**config.mk**
```make
export PLATFORM = sky130hd
export DESIGN_NAME = led_fade_pwm
export DESIGN_NICKNAME = d
export VERILOG_FILES = /design/src/rtl/led_fade_pwm.sv
export SDC_FILE = /design/constraint.sdc
export NUM_CORES = 1
export LEC_CHECK = 0
export ABC_AREA = 1
export ABC_CLOCK_PERIOD_IN_PS = 2070
export CAP_MARGIN = 20
export CORE_MARGIN = 3
export CORE_UTILIZATION = 60
export DETAILED_ROUTE_END_ITERATION = 10
export GPL_ROUTABILITY_DRIVEN = 0
export GPL_TIMING_DRIVEN = 0
export HOLD_SLACK_MARGIN = 0.15
export PLACE_DENSITY = 0.78
export RECOVER_POWER = 25
export SETUP_SLACK_MARGIN = 0.5
export SYNTH_ARGS = -nofsm -noshare
export SYNTH_HDL_FRONTEND = slang
export SYNTH_SLANG_ARGS = --single-unit
export TNS_END_PERCENT = 50
```
**constraint.sdc**
```tcl
create_clock -name clk -period 2.07 [get_ports clk]
set_input_delay 0.5175 -clock clk [delete_from_list [all_inputs] [get_ports clk]]
set_output_delay 0.5175 -clock clk [all_outputs]
set_load 0.02 [all_outputs]
```
**src/rtl/led_fade_pwm.sv**
```systemverilog
// LED fade stage: holds each lit LED at full PWM duty, then fades it out
// linearly once its chaser input drops, leaving a comet trail.
module led_fade_pwm #(
  parameter int N_LEDS     = 4,
  parameter int PWM_BITS   = 8,
  parameter int DECAY_DIV  = 781250,
  parameter int DECAY_STEP = 8
) (
  input  logic              clk,
  input  logic              reset,
  input  logic [N_LEDS-1:0] led_in,
  output logic [N_LEDS-1:0] pwm_out,
  output logic [N_LEDS-1:0] fading
);

  localparam int DW =
    (DECAY_DIV > 1) ? $clog2(DECAY_DIV) : 1;

  localparam logic [PWM_BITS-1:0] MAX = '1;
  localparam logic [PWM_BITS-1:0] STEP =
    PWM_BITS'(DECAY_STEP);
  localparam logic [DW-1:0] DEC_LAST =
    DW'(DECAY_DIV - 1);

  logic [PWM_BITS-1:0] pwm_cnt;
  logic [DW-1:0]       dec_cnt;
  logic                tick;
  logic [N_LEDS-1:0]   led_q;

  logic [PWM_BITS-1:0] bright     [N_LEDS];
  logic [PWM_BITS-1:0] bright_nxt [N_LEDS];
  logic [N_LEDS-1:0]   pwm_nxt;
  logic [N_LEDS-1:0]   fading_nxt;

  assign tick = (dec_cnt == DEC_LAST);

  // Input wins over decay when both apply in one cycle
  always_comb begin
    for (int i = 0; i < N_LEDS; i++) begin
      bright_nxt[i] = bright[i];
      priority case (1'b1)
        led_q[i]: bright_nxt[i] = MAX;
        tick: bright_nxt[i] =
          (bright[i] > STEP) ? bright[i] - STEP : '0;
        default: ;
      endcase
    end
  end

  always_comb begin
    pwm_nxt    = '0;
    fading_nxt = '0;
    for (int i = 0; i < N_LEDS; i++) begin
      pwm_nxt[i] = (bright[i] == MAX) |
                   (bright[i] > pwm_cnt);
      fading_nxt[i] = ~led_q[i] &
                      (bright[i] != '0);
    end
  end

  always_ff @(posedge clk) begin
    if (reset) begin
      pwm_cnt <= '0;
      dec_cnt <= '0;
      led_q   <= '0;
      pwm_out <= '0;
      fading  <= '0;
      for (int i = 0; i < N_LEDS; i++)
        bright[i] <= '0;
    end else begin
      pwm_cnt <= pwm_cnt + 1'b1;
      dec_cnt <= tick ? '0 : dec_cnt + 1'b1;
      led_q   <= led_in;
      pwm_out <= pwm_nxt;
      fading  <= fading_nxt;
      for (int i = 0; i < N_LEDS; i++)
        bright[i] <= bright_nxt[i];
    end
  end

endmodule

```
* Word-level counts from Yosys, hierarchy flattened
Memory sizes are Yosys's and may differ from the RTL's.
Index checks and enable logic that the tools add are counted.
** Storage, ports and cells
- Register bits :: 40
- Bits in writable memories :: 32
- Input bits :: 6
- Output and inout port bits :: 8
- Logic and storage cells :: 65
- Memories kept :: 1
** Cells by class
- Add/sub/neg operators :: 6
- Magnitude comparators :: 8
- Eq/ne operators :: 5
- Mux-type cells :: 19
- Bitwise logic cells :: 16
- Reductions and logical operators :: 5
** Memory list
- bright :: words 4, width 8, rd ports 4, clocked after memory_dff 0, wr ports 4, RTL line 30 : logic [PWM_BITS-1:0] bright [N_LEDS];
** Operators with widths (count)
- 8-bit 2-to-1 mux :: 16
- 8-bit == test (second input constant) :: 4
- 8-bit by 4-bit greater-than comparator with 1-bit output (second input constant) :: 4
- 8-bit greater-than comparator :: 4
- 8-bit nonzero test :: 4
- 8-bit by 4-bit subtractor with 8-bit output (second input constant) :: 4
- 20-bit by 1-bit adder with 20-bit output (second input constant) :: 1
- 20-bit == test (second input constant) :: 1
- 8-bit by 1-bit adder with 8-bit output (second input constant) :: 1
- 1-bit OR :: 8
- 1-bit bitwise AND :: 4
- 1-bit NOT :: 4
- 1-bit 2-to-1 mux :: 3
- 2-bit OR reduction :: 1

* Depth between registers and ports, before layout
Gate-level depths: netlist (run 1).
- Word-level depth :: 5
- Mapped depth :: 10
- Gate-level depth less buffers :: 10

* Least setup slack after synthesis (run 1)
Ideal clock, no wire load.
- Path type :: register to register
- From :: reg dec_cnt[0]
- To :: reg dec_cnt[14]
- Arrival time :: 1.318 ns
- Data required time :: 1.957 ns
- Setup slack :: 0.639 ns
- Cell stages (with the launch flop) :: 11
- Period minus slack after synthesis :: 1.431 ns
- Cells stage by stage :: dfxtp_1 > ha_1 > nand2_1 > inv_1 > nand2_1 > nor2_4 > nand2_1 > nor2_1 > nand2_1 > nand3_1 > nor2_1
** On the way
- Word-level cells in the longest chain between the ends :: 2
** RTL lines
- start: declaration :: RTL line 26 : logic [DW-1:0] dec_cnt;
- start signal: assignment :: RTL line 72 : dec_cnt <= tick ? '0 : dec_cnt + 1'b1;
- parallel branches: the longest is 2 deep, another holds 20-bit by 1-bit adder with 20-bit output
Several ways; the timed one is not identified.
A chain may end at the register's enable or synchronous reset.

* Worst setup path after layout (run 1)
- From :: reg dec_cnt[16]
- To :: reg dec_cnt[18]
Same word-level chain as after synthesis.

==> flow_summary.toml, run 1 <==
[finish]
final_cell_area_um2 = 4510
final_nets = 647
synthToLayoutAreaGrowth_pct = 15.1
drive_above_1_share_pct = 10.2
finalNonFillerCells = 682
diodes = 0

[synth]
yosysWarnings = 0
synth_area_per_cell_um2 = 6.90
synth_area_um2 = 3920
synth-seq-area-share_pct = 32.7
synth.distinct_cells = 33
syn_nets = 613
synth_cells = 568
ys_ff_latch = 64

[clock_tree]
clkSlewWorstSetupHoldPaths_ns = 0.07
cts-root-buf = "clkbuf_8"
clkLatencyLatePin_ns = 0.35
cts_buffers = 9
cts_tree = "built"
cts.sinks = 64
clockBufferDepth = 2
cts_max_level = 3
cts_hold_buffers = 0

[drt]
vias = 3737
drt-vias-per-instance = 5.48
finalWirelength_um = 9120
drc = 0
first_pass_iters = 5
initialDrtViolationCount = 214
ant_nets = 0
wire_per_inst_um = 13.4

[timing]
setup_violations = 0
hold_viol = 0
rsz0062_at_grt = "yes"
fin_ws_ns = 0.320
tightest_slew_ns = 0.602
finalCriticalPeriod_ns = 1.75
timing.setup.tns_ns = 0
fmax_mhz = 571
fin_skew_ns = 0.00815
fin_crit_sh_pct = 84.5
slew_headroom_pct = 59.9
slew_viol_final = 0

[worst_hold_path]
hold_path_class = "reg -> reg"

[setup_path]
path_delay_family = "simple AND/OR/NAND/NOR gates"
path_cells = "nand2_1 > nor2_4 > nand2_2 > nor2_1 > nand2_4 > nand2_8 > buf_8 > a21oi_1"
worst-path-buf-inv = 1
startpoint_type = "flip-flop"
cp-end-kind = "flip-flop"
slowest_delay_ns = 0.38
slowest_stage = "dfxtp_1"
path_class = "reg -> reg"
cp.arrival_ns = 1.99
worstPathMaxFanout = 10
required_ns = 2.31

[placement]
dpl.hpwl_um = 6470
portBuffers = 12
placedCellCount = 655
pre_cts_ws_ns = 0.366
postPlaceCellArea_um2 = 4130

[outcome]
status = "complete, no violations"

[power_and_ir_drop]
powerDensity_nw_per_um2 = 756
p_total_w = 0.00341
ir_drop_mv = 0.533
power_leakage_nw = 1.99

[grt]
antenna_found_initial = 0
grt_pass1_wl_um = 15600
grt_max_degree = 12
grt-ovfl-total = 0
gr-usage-all-layers_pct = 26.1
grt_pass1_vias = 3403

[run]
max_cap_violations = 0

[floorplan]
dieArea_um2 = 7540
fp-row-count = 28
die_x_um = 86.8
ios = 14
fp.dieH_um = 86.8
design.core.area_um2 = 6130
start_util_pct = 63.9
[registers in the layout (all words and copies together), names as in the netlist]
signal	count
bright	24
dec_cnt	20
fading	4
led_q	4
pwm_cnt	8
pwm_out	4
[placed cells by master (no fill, tap or decap), types with 8 or more instances in the layout]
cell type,synthesis,final
nand2_1,155,151
inv_1,68,68
nor2_1,64,62
dfxtp_1,64,60
a21oi_1,59,59
ha_1,39,38
nand3_1,31,29
o21ai_0,15,15
nand4_1,12,12
buf_4,0,11
xor2_1,10,10
clkbuf_8,0,10
dlygate4sd2_1,0,8
[cells in the mapped netlist]
master    count  area [µm²]
or2_0         1        6.26
xnor2_1       1        8.76
o21ai_0      15        75.1
buf_8         1        15.0
a21oi_2       1        8.76
nand2_1     155         582
ha_1         39         488
and2_1        1        6.26
buf_6         1        11.3
nand3_1      31         155
and3_1        1        6.26
nand2_2       3        18.8
nor2_1       64         240
clkbuf_1      4        15.0
clkinv_1      1        3.75
inv_2         1        3.75
buf_2         1        5.00
nand2_8       1        20.0
nor3_1        4        20.0
nor2_4        3        33.8
a21oi_1      59         295
inv_1        68         255
nand4_1      12        75.1
nand3_2       2        20.0
nand2_4       2        22.5
or2_2         4        25.0
o21a_1        4        30.0
o21bai_1      4        30.0
o311ai_0      3        26.3
xor2_1       10        87.6
nor2_2        4        25.0
dfxtp_1      64        1280
nand3b_1      3        22.5
[cells by family after synthesis]
group           share of synthesized area, %
fa+ha+maj                               12.5
buf+inv                                 7.89
flops                                   32.7
simple gates                            32.6
compound gates                          11.9
xor+xnor                                2.46
[repair_timing]
| item | CTS | global route |
|---|---|---|
| pin swaps | 1 | 6 |
| setup buffers | 2 | 9 |
| setup endpoints to repair | 44 | 42 |
| resized for setup | 12 | 16 |
[report_power, final]
group / leakage, nW / total [W] / switching [W] / internal, W
Sequential: 0.525 / 0.00140 / 0.0000854 / 0.00131
Combinational: 1.34 / 0.000681 / 0.000403 / 0.000278
Clock: 0.124 / 0.00133 / 0.000497 / 0.000833
[per-stage QoR]
step	utilization (%)	hold slack, ns
final	73.6	0.462
after global routing	73.6	0.479
after CTS	71.8	0.460
after detailed placement	67.4	0.473
after global placement	67.4	0.461
after floorplan	-	0.444
[layer usage]
layer / routed length [µm] / global-route usage (%)
met4: 194 / 12.2
met3: 476 / 5.42
met1: 4240 / 34.2
met2: 4210 / 40.9
met5: 0 / 0
[worst paths after layout]
check / from / endpoint / slack, ns / cells after the start
hold / removal: dec_cnt[0] / dec_cnt[0] / 0.46 / 1
setup reg to reg: dec_cnt[16] / dec_cnt[18] / 0.32 / 8
setup / recovery: dec_cnt[16] / dec_cnt[18] / 0.32 / 8
hold reg to reg: dec_cnt[0] / dec_cnt[0] / 0.46 / 1
[area by class of cell]
type	count	area, µm²
Clock buffer	11	141
Inverter	70	263
Buffer	7	45.0
Fill cell	486	1620
Multi-Input combinational cell	427	2380
Sequential cell	64	1290
Tap cell	75	93.8
Timing Repair Buffer	23	193
Clock inverter	5	104
[worst register-to-register path, stage by stage (launching register included)]
cell     delay, ns
dfxtp_1       0.38
nand2_1       0.17
nor2_4        0.17
nand2_2       0.06
nor2_1        0.36
nand2_4       0.17
nand2_8       0.14
buf_8         0.15
a21oi_1       0.05
No activity file was read; power rests on OpenSTA's default activity.
==> run 2: changes to the inputs <==
Settings changed: ABC_CLOCK_PERIOD_IN_PS 2070 to 1700.
Clock period 2.07 ns to 1.7 ns, I/O delays scaled along.
==> flow_summary.toml, run 2 (synthesis gave the netlist of run 1 again) <==
[finish]
layout_common_cells = "141 x nand2_1, 53 x inv_1, 48 x a21oi_1"
finalNonFillerCells = 700
drive_above_1_share_pct = 31.4
reg_top3 = "bright (24), dec_cnt (20), pwm_cnt (8)"
fill_cells = 361
synthToLayoutAreaGrowth_pct = 31.5
registers.top_by_ff_count = "bright"
finish.utilization_pct = 84.1
final_nets = 665
multiInputGateArea_um2 = 2760
final_common_cell = "nand2_1"
diodes = 0
largest_reg_flops = 24
seq_area_um2 = 1360

[grt]
grt_max_degree = 11
grt-ovfl-total = 0
antenna_found_initial = 0
gr-usage-all-layers_pct = 26.2
grt_pass1_wl_um = 15700
grt_pass1_vias = 3524

[drt]
initialDrtViolationCount = 415
wire_per_inst_um = 15.8
first_pass_iters = 7
vias = 4083
ant_nets = 0
finalWirelength_um = 11100
drc = 0
drt-vias-per-instance = 5.83

[floorplan]
ios = 14
design.core.area_um2 = 6130
fp-row-count = 28
start_util_pct = 63.9
dieArea_um2 = 7540
fp.dieH_um = 86.8
die_x_um = 86.8

[setup_path]
cp-startpoint = "dec_cnt[18]"
cp-end-kind = "flip-flop"
cp.arrival_ns = 1.76
required_ns = 1.93
startpoint_type = "flip-flop"
worstPathMaxFanout = 6
path_class = "reg -> reg"
r2r-start = "dec_cnt[18]"

[clock_tree]
cts_hold_buffers = 0
clkSlewWorstSetupHoldPaths_ns = 0.07
cts_max_level = 3
cts-root-buf = "clkbuf_8"
clkLatencyLatePin_ns = 0.34
clockBufferDepth = 2
cts_tree = "built"
cts_buffers = 9
cts.sinks = 64

[timing]
fmax_mhz = 654
slew_headroom_pct = 49.9
rsz0062_at_grt = "yes"
timing.setup.tns_ns = 0
finalCriticalPeriod_ns = 1.53
fin_skew_ns = 0.00729
hold_viol = 0
fin_crit_sh_pct = 90.0
tightest_slew_ns = 0.751
setup_violations = 0
slew_viol_final = 0

[worst_hold_path]
hold_path_class = "in -> reg"
holdCritStartpoint = "reset"

[placement]
placedCellCount = 655
dpl.hpwl_um = 6350
portBuffers = 12

[run]
max_cap_violations = 0

[power_and_ir_drop]
power_leakage_nw = 2.21
powerDensity_nw_per_um2 = 790
ir_drop_mv = 0.883

[outcome]
status = "complete, no violations"
-- run 2: changes by cell type in the layout (fill, tap and decap cells not counted), sizes merged --
cell         change
buf             +24
dlygate4sd2      -7
clkbuf           +4
bufinv           -3
clkinv           -1
clkinvlp         +1
inv              -1
nand2            +1
-- run 2: worst paths after layout --
kind	endpoint	slack, ns	cells past startpoint
min	bright[0][6]	0.47	2
max	dec_cnt[18]	0.17	7
max reg2reg	dec_cnt[18]	0.17	7
min reg2reg	dec_cnt[0]	0.47	1
-- run 2: power breakdown --
group / total [W] / internal [W] / leakage, nW / switching (W)
combinational: 0.000986 / 0.000433 / 1.55 / 0.000553
clock: 0.00137 / 0.000778 / 0.111 / 0.000593
sequential: 0.00172 / 0.00159 / 0.544 / 0.000125
-- run 2: cell type report --
| type | count | area share (%) |
|---|---|---|
| multi-input combinational | 428 | 53.5 |
| sequential | 64 | 26.4 |
| timing repair buffer | 40 | 7.89 |
| inverter | 70 | 5.41 |
| clock buffer | 15 | 4.03 |
| tap | 75 | 1.82 |
| buffer | 7 | 0.898 |
| clock inverter | 1 | 0.0971 |
-- run 2: metal layers --
layer | vias up | track usage [%] | part of all wire, %
met5 | - | 0 | 0
li1 | 1964 | - | -
met4 | 0 | 8.22 | 2.9
met3 | 49 | 5.61 | 7.8
met2 | 203 | 43.0 | 48
met1 | 1867 | 34.3 | 41
-- run 2: timing repair --
action	in CTS	in global routing
resized for setup	83	115
cloned	0	2
hold endpoints to repair	0	0
endpoints found under the setup margin	62	66
pin swaps	16	31
setup buffers	14	13
-- run 2: critical path, stage by stage (launching register included) --
cell,delay (ns)
dfxtp_2,0.35
inv_2,0.10
nand4_1,0.23
nor2_4,0.27
nand2_4,0.14
nand2_8,0.13
clkbuf_16,0.17
a21oi_2,0.03
-- run 2: through the flow --
stage          hold WS, ns  setup WS, ns  cell area, µm²  power (W)
2_1_floorplan        0.444         0.434            4000    0.00235
3_3_place_gp         0.455         0.104            4220    0.00254
3_5_place_dp         0.461         0.141            4220    0.00258
4_1_cts              0.461         0.288            4650    0.00396
5_1_grt              0.483         0.114            5150    0.00428
6_report             0.470         0.170            5150    0.00407
